===== src/rtl/writeback_unit.sv =====
// writeback_unit
//   Write-side initiator for the 16x16 register file. ALU results and
//   buffered load results share the file's single write port. ALU results
//   have priority. Loads wait in a small FIFO until a cycle with no ALU
//   result. A pending-write scoreboard tells the issue logic which
//   registers still have a write outstanding.
//
// Ports
//   clk, rst        rising-edge clock, asynchronous active-high reset
//   issue_valid/dst instruction issuing with destination register
//   alu_valid/dst/data   ALU result (always accepted)
//   mem_valid/dst/data   load result, accepted when mem_ready
//   mem_ready       FIFO has room (depends on state only)
//   DstReg/WriteReg/DstData  register file write port (registered)
//   pending         bit i set = write to Ri outstanding
//   fifo_count      load FIFO occupancy
module writeback_unit #(
    parameter int unsigned DEPTH   = 2,
    parameter bit          R0_ZERO = 1'b1
) (
    input  logic        clk,
    input  logic        rst,
    input  logic        issue_valid,
    input  logic [3:0]  issue_dst,
    input  logic        alu_valid,
    input  logic [3:0]  alu_dst,
    input  logic [15:0] alu_data,
    input  logic        mem_valid,
    output logic        mem_ready,
    input  logic [3:0]  mem_dst,
    input  logic [15:0] mem_data,
    output logic [3:0]  DstReg,
    output logic        WriteReg,
    output logic [15:0] DstData,
    output logic [15:0] pending,
    output logic [1:0]  fifo_count
);

    localparam int unsigned PW = (DEPTH > 1) ? $clog2(DEPTH) : 1;
    localparam int unsigned CW = $clog2(DEPTH + 1);
    localparam logic [CW-1:0] FULL = CW'(DEPTH);

    logic [3:0]    fifoDst  [DEPTH];
    logic [15:0]   fifoData [DEPTH];
    logic [PW-1:0] wrPtr;
    logic [PW-1:0] rdPtr;
    logic [CW-1:0] count;

    logic          push;
    logic          pop;
    logic [3:0]    selDst;
    logic [15:0]   selData;
    logic          selValid;
    logic [15:0]   pendingNext;

    assign mem_ready  = (count != FULL);
    assign fifo_count = 2'(count);

    // Pop uses the pre-edge count, so a load pushed this edge can never be
    // popped on the same edge.
    assign push = mem_valid & mem_ready;
    assign pop  = !alu_valid && (count != '0);

    // Payload storage needs no reset; occupancy is tracked by count.
    always_ff @(posedge clk) begin
        if (push) begin
            fifoDst[wrPtr]  <= mem_dst;
            fifoData[wrPtr] <= mem_data;
        end
    end

    always_ff @(posedge clk or posedge rst) begin
        if (rst) begin
            wrPtr <= '0;
            rdPtr <= '0;
            count <= '0;
        end else begin
            if (push) wrPtr <= wrPtr + PW'(1);
            if (pop)  rdPtr <= rdPtr + PW'(1);
            case ({push, pop})
                2'b10:   count <= count + CW'(1);
                2'b01:   count <= count - CW'(1);
                default: count <= count;
            endcase
        end
    end

    // Output arbitration: ALU first, then FIFO head.
    always_comb begin
        selValid = 1'b0;
        selDst   = DstReg;
        selData  = DstData;
        if (alu_valid) begin
            selValid = 1'b1;
            selDst   = alu_dst;
            selData  = alu_data;
        end else if (pop) begin
            selValid = 1'b1;
            selDst   = fifoDst[rdPtr];
            selData  = fifoData[rdPtr];
        end
    end

    // A result for R0 still occupies its slot but never raises the enable.
    always_ff @(posedge clk or posedge rst) begin
        if (rst) begin
            WriteReg <= 1'b0;
            DstReg   <= '0;
            DstData  <= '0;
        end else begin
            WriteReg <= selValid && !(R0_ZERO && (selDst == 4'd0));
            DstReg   <= selDst;
            DstData  <= selData;
        end
    end

    // Clear first, then set, so a new producer to the register being
    // written this edge keeps its pending bit.
    always_comb begin
        pendingNext = pending;
        if (WriteReg) pendingNext[DstReg] = 1'b0;
        if (issue_valid && !(R0_ZERO && (issue_dst == 4'd0)))
            pendingNext[issue_dst] = 1'b1;
    end

    always_ff @(posedge clk or posedge rst) begin
        if (rst) pending <= '0;
        else     pending <= pendingNext;
    end

endmodule


===== config.mk =====
export PLATFORM = sky130hd
export DESIGN_NAME = writeback_unit
export DESIGN_NICKNAME = d
export VERILOG_FILES = /design/src/rtl/writeback_unit.sv
export SDC_FILE = /design/constraint.sdc
export NUM_CORES = 1
export LEC_CHECK = 0
export ABC_AREA = 1
export CORE_ASPECT_RATIO = 0.5
export CORE_MARGIN = 4
export CORE_UTILIZATION = 44
export CTS_CLUSTER_SIZE = 25
export DETAILED_ROUTE_END_ITERATION = 12
export PLACE_DENSITY = 0.74
export SETUP_SLACK_MARGIN = 0.5
export SYNTH_ARGS = -nofsm -noshare
export SYNTH_HDL_FRONTEND = slang
export SYNTH_SLANG_ARGS = --single-unit
export TNS_END_PERCENT = 20

===== constraint.sdc =====
create_clock -name clk -period 3.1 [get_ports clk]
set_clock_uncertainty 0.05 [all_clocks]
set_input_delay 0.465 -clock clk [delete_from_list [all_inputs] [get_ports clk]]
set_output_delay 0.465 -clock clk [all_outputs]
set_load 0.02 [all_outputs]

==> impl_summary.md <==
Placement
The count of buffers inserted at the top-level ports is 88. The global placement routability congestion is roughly 0.83. Including well taps, the total number of placed cells is slightly below 500. The post-detailed-placement half-perimeter wirelength is approximately 5.6 mm.

Synthesis
The adder and majority gate portion of the synthesized area is less than 1%. The average instance in the mapped netlist occupies 11.1 um2. By area, the combinational part of the netlist is dominated by simple AND/OR/NAND/NOR gates. The register area share after synthesis is 66.3%. The synthesized netlist occupies a cell area of 0.00336 mm2. Measured against the total synthesized area, the mux share comes to 0%. The Yosys step of the flow raised 0 warnings.

The post-synthesis compound-gate area fraction is 13.3%. The synthesized netlist net count is 353. In this run, synthesis produced a sequential element count of 81. Summing the areas of all xor and xnor instances in the mapped netlist gives 0.782% of the synthesized area. The post-synthesis simple-gate area fraction is 14.5%.

The instance count of the mapped netlist is 303. The unique cell type count in the Yosys netlist is 21.

Setup path
Of all nets on the critical path, the largest fanout is 7. The largest single stage delay on the critical path is 0.61 ns. The sort of element at the end of the critical path is a primary output. The gate family responsible for the most delay along the worst path is buffers and inverters. The worst setup path is launched from a flip-flop.

The signal on the critical path passes through inv_1 > nand2_1 > clkdlybuf4s50_1. The number of buffers and inverters on the critical path is 2. The slowest stage of the critical path is the sky130_fd_sc_hd__clkdlybuf4s50_1 cell. The data arrival time of the critical path is 1.63 ns. The required time of the critical path is 2.58 ns.

For flop-to-flop paths, the worst setup slack is 1.10 ns. The classification of the worst setup path is flip-flop to primary output.

Routing
The number of nets with antenna violations after detailed routing is 0. Dividing the detail-routed via count by the number of cells gives 5.10. The overall via count from detail_route is 2,547. In this run, the number of DRC markers left after iteration 0 of detailed routing was roughly 160. The final wirelength is 7.77 mm. The pre-antenna-repair detailed-routing pass consisted of 4 iterations. The average routed wire per standard cell is 15.6 um.

The detailed-route DRC error count is 0.

CTS
The H-tree was split into 3 levels. In this run, post-CTS repair resized a total of 0 instances. After clock tree synthesis, the clock-pin slew on the worst setup and hold paths is 0.06 ns. For this design, the CTS-stage hold fixing added 0 buffers. TritonCTS built the clock tree. No sink is reached through more buffers than the 2 on the longest clock path. At the later pin of the worst-skew pair, clock insertion delay measures 0.34 ns. Once the clock tree was built, the setup fixing pass inserted 0 buffers. In this run, CTS created clock tree buffers numbering 9.

The number of sinks on the clock net is 81. In this run the clock root is driven by a sky130_fd_sc_hd__clkbuf_16.

Die
The effective utilization at floorplan is 45.5%. In this run the horizontal extent of the chip is 132 um. The I/O pin total is 89. The die covers 0.00918 mm2. The core area is 0.00738 mm2. From bottom edge to top edge, the die measures 69.8 um. The number of core rows is 22.

GRT
The met1 global-route usage is 19.1%. The total overflow left after global routing is 0. The global-route track usage on met3 is 6.23%. The via count of the first global-routing pass was 2,636.

The largest net degree at the start of global routing is 33. The highest-utilization routing layer at the global route stage is met2. For this run, global-route usage on met2 was measured as between 30% and 40%. The number of antenna violations at the first check in global routing is 0. The first global-routing pass estimated 12.7 mm of wire. The global-route usage over all layers is roughly 17%.

Timing
For the pin with the worst max-slew slack, the measured transition is 0.739 ns. The worst path uses ~69% of the clock period. Summed over all failing endpoints, the final setup total negative slack is 0 ns. The number of hold violations in the final report is 0. Based on the critical path, the design can be clocked at up to 467 MHz. The worst-case headroom to the max-slew limit is approximately half. Setup violations remaining at the end of the flow were counted as 0. The max-slew violation count is 0. The final critical-path required period is 2.14 ns. Setup repair after global routing left no endpoint under its margin.

Worst hold path
The path class of the tightest hold or removal check is primary input to async pin.

Status
The flow ran to the end, and the final reports show no timing, DRC or antenna violations.

Pwr
For this design the ratio of total power to cell area is 949 mW/mm2. Across the VDD grid, the largest voltage drop is 377 uV. For this design the static power due to leakage is 1.88 nW.

Layout
The final layout contains 449 nets. The final antenna diode count is 0. Of the cells placed in the final design, the portion with a size suffix greater than 1 is 9.43%.

The layout has 573 filler cells. Excluding fillers, the count of instances in the completed layout stands at ~500. The layout-stage area growth over the synthesis result is 38.6%.

Run
Max-cap violations in this run came to 0.
-- Yosys cell counts, drive strengths merged --
cell type,n,area share [%]
xor2,1,0.26
buf,8,2.0
nand2,79,8.8
nand3,9,1.3
dfrtp,41,31
clkbuf,2,0.22
inv,22,2.5
o21ai,28,4.2
a21oi,14,2.1
edfxtp,40,36
nor2,35,4.4
o311ai,10,4.6
o31ai,11,2.5
xnor2,2,0.52
ha,1,0.37
-- registers in the layout, summed over array words and instances, names as in the netlist --
| register | count |
|---|---|
| wrPtr | 1 |
| fifoDst | 8 |
| fifo_count | 2 |
| WriteReg | 1 |
| rdPtr | 1 |
| fifoData | 32 |
| DstData | 16 |
| DstReg | 4 |
| pending | 16 |
-- cells by family (layout without fill, tap and decap cells) --
family                     count (synthesis)  after routing
xor gates and xnor gates                   3              3
buffers and inverters                     32            132
adders and majority gates                  1              1
AOI/OAI and AO/OA                         63             63
and+or+nand+nor                          123            123
DFF                                       81             81
-- worst reg2reg max path, cell delays in order (launching register included) --
cell	delay (ns)
sky130_fd_sc_hd__dfrtp_1	0.82
sky130_fd_sc_hd__inv_2	0.34
sky130_fd_sc_hd__nand2_1	0.14
sky130_fd_sc_hd__nand2_1	0.06
sky130_fd_sc_hd__nand2_1	0.06
sky130_fd_sc_hd__inv_1	0.05
sky130_fd_sc_hd__nor2_1	0.12
sky130_fd_sc_hd__nand2_1	0.06
sky130_fd_sc_hd__nor2_1	0.10
sky130_fd_sc_hd__nor2_1	0.05
-- per-stage QoR --
| stage | worst slack [ns] | hold WS, ns | utilization, % | total power, mW | instance area, um2 |
|---|---|---|---|---|---|
| 6_report | 0.957 | 0.378 | 63.1 | 4.42 | 4660 |
| 2_1_floorplan | 0.793 | 0.435 | - | 2.66 | 3360 |
| 4_1_cts | 0.934 | 0.458 | 62.8 | 4.45 | 4630 |
| 3_3_place_gp | 0.923 | 0.434 | 58.8 | 3.33 | 4340 |
| 3_5_place_dp | 0.772 | 0.435 | 58.8 | 3.40 | 4340 |
| 5_1_grt | 0.841 | 0.410 | 63.1 | 4.66 | 4660 |
-- cells in the final DEF (no fill, tap or decap), types with 2 or more instances in the layout --
cell type	count
sky130_fd_sc_hd__o311ai_2	9
sky130_fd_sc_hd__nor2_1	31
sky130_fd_sc_hd__nand3_1	9
sky130_fd_sc_hd__clkdlybuf4s50_1	88
sky130_fd_sc_hd__clkinv_4	2
sky130_fd_sc_hd__nor2_4	2
sky130_fd_sc_hd__nor2_2	2
sky130_fd_sc_hd__buf_4	6
sky130_fd_sc_hd__clkbuf_16	9
sky130_fd_sc_hd__dfrtp_1	41
sky130_fd_sc_hd__o21ai_1	7
sky130_fd_sc_hd__o31ai_1	11
sky130_fd_sc_hd__xnor2_1	2
sky130_fd_sc_hd__o21ai_0	21
sky130_fd_sc_hd__a21oi_1	14
sky130_fd_sc_hd__edfxtp_1	40
sky130_fd_sc_hd__inv_2	3
sky130_fd_sc_hd__inv_1	18
sky130_fd_sc_hd__nand2_1	79
-- metal layers --
| layer | up-vias | part of all wire [%] |
|---|---|---|
| met3 | 18 | 5.2 |
| met5 | - | 0 |
| met4 | 0 | 2.1 |
| li1 | 1236 | - |
| met2 | 77 | 51 |
| met1 | 1216 | 42 |
-- worst paths after layout --
path / from / endpoint / cells past startpoint
max reg2reg: rdPtr / WriteReg / 9
min reg2reg: pending[6] / pending[6] / 2
min in group clk: pending[6] / pending[6] / 2
max: fifo_count[0] / mem_ready / 3
max in group asynchronous: rst / DstReg[2] / 4
min: rst / DstData[1] / 2
-- power by group --
part / leakage (nW) / switching (mW) / internal, mW
registers: 0.858 / 0.261 / 1.51
logic: 0.879 / 0.907 / 0.706
clock network: 0.142 / 0.417 / 0.622
-- area by class of cell --
| class | instances | area (um2) | share of cell area (%) |
|---|---|---|---|
| Timing Repair Buffer | 95 | 953 | 20.5 |
| Clock inverter | 6 | 68.8 | 1.48 |
| Multi-Input combinational cell | 190 | 980 | 21.0 |
| Sequential cell | 81 | 2230 | 47.8 |
| Inverter | 22 | 82.6 | 1.77 |
| Clock buffer | 9 | 225 | 4.84 |
| Tap cell | 96 | 120 | 2.58 |
Power figures use the tool's default switching activity.
==> edit (config.mk and constraints unchanged) <==
`DEPTH`: 2 -> 4.
--- a/src/rtl/writeback_unit.sv
+++ b/src/rtl/writeback_unit.sv
@@ -15,7 +15,7 @@
 //   pending         bit i set = write to Ri outstanding
 //   fifo_count      load FIFO occupancy
 module writeback_unit #(
-    parameter int unsigned DEPTH   = 2,
+    parameter int unsigned DEPTH   = 4,
     parameter bit          R0_ZERO = 1'b1
 ) (
     input  logic        clk,
Behaviour: not the same (a bounded check fails within 4 cycles, from zero or initial values and one cycle with rst high).
==> edit against the unedited design <==
  * Synthesized area is 53% higher
  * Die area is 48% higher
  * Final cell count is 46% higher
  * Core utilization is 2.4 points lower
  * Sequential cell count is 43 higher
  * Combinational power is 50% higher
  * Design area is 46% higher
  * Critical endpoint unchanged
  * Setup slack worse by 140 ps
  * Register-to-register slack worse by 230 ps
  * Power is 59% higher
  * Largest cell class unchanged
  * Wire length is 60% higher
==> edit: results (changes against the unedited design) <==
[timing]
hold_slack_ps=440.0  ; +61.62 ps

[setup_path]
crit_start=count[1]$_DFFE_PP0P_
reg2reg_slack_ps=870  ; -230 ps
arrival_ps=1770  ; +140 ps

[yosys]
yosysSeqAreaShare_pct=68.19  ; +1.9 points
synth_edf_count=80  ; +100%
synth_common_cells=edfxtp_1 (80), o21ai_0 (80), nand2_1 (66), nor2_1 (63), dfrtp_1 (44)
syn-num-nets=519  ; +47%
yosysUniqueCellTypes=27  ; +29%
synthArstFlopShare_pct=35.48  ; -15 points

[route]
drt-initial-drc-count=288  ; +79%
first_pass_iters=5  ; +1
routed_wl_um=12390  ; +60%
viasPerCell=5.246  ; +2.8%

[min_path]
hp-class=reg2reg

[clocking]
cts_buffers=17  ; +8
htreeDepth=4  ; +1
insertion_delay_ps=400  ; +60 ps

[grt]
grt_pass1_wl_um=19950  ; +58%
grt_max_degree=45  ; +36%
grt_pass1_vias=3905  ; +48%
track_usage_pct=18.79  ; +1.3 points

[cells_and_area]
fin_cells=729  ; +46%
largest_reg_flops=64  ; +100%
fillers=865  ; +51%
drive_gt1_share_pct=7.895  ; -1.5 points

[pwr]
p_leak_nw=2.634  ; +40%
max-vdd-ir-drop_mv=0.3818  ; +1.3%

[placement]
globalplace.congestion=0.8484  ; +1.9%
placed_cells=699  ; +45%
placed_cell_area_um2=6173  ; +42%

[outcome]
status=completed

[edit: cell families after synthesis]
| logic type | count (synthesis) | share of synthesized area, % |
|---|---|---|
| simple gates | 150 | 11.86 |
| flops | 124 | 68.19 |
| compound gates | 117 | 12.25 |
| buf+inv | 63 | 5.407 |
| fa+ha+maj | 6 | 1.607 |
| xor+xnor | 4 | 0.6821 |
[edit: where the power goes]
group,switching [W],internal [W],total [W]
Combinational,0.00151,0.000917,0.00242
Sequential,0.000259,0.00227,0.00253
Clock,0.000708,0.00134,0.00205
Total,0.00247,0.00453,0.00701
[edit: layout make-up]
cell class / count / share of cell area, %
timing repair buffer: 96 / 14.05
clock buffer: 17 / 6.267
clock inverter: 13 / 2.783
sequential: 124 / 51.61
tap: 159 / 2.931
inverter: 43 / 2.378
multi-input combinational: 277 / 19.98
[edit: routing by layer]
layer	global-route usage, %	up-vias	part of all wire (%)
li1	-	1782	-
met1	23.00	1869	42
met2	31.73	152	50
met3	5.640	21	6.4
met4	7.353	0	2.2
met5	0	-	0
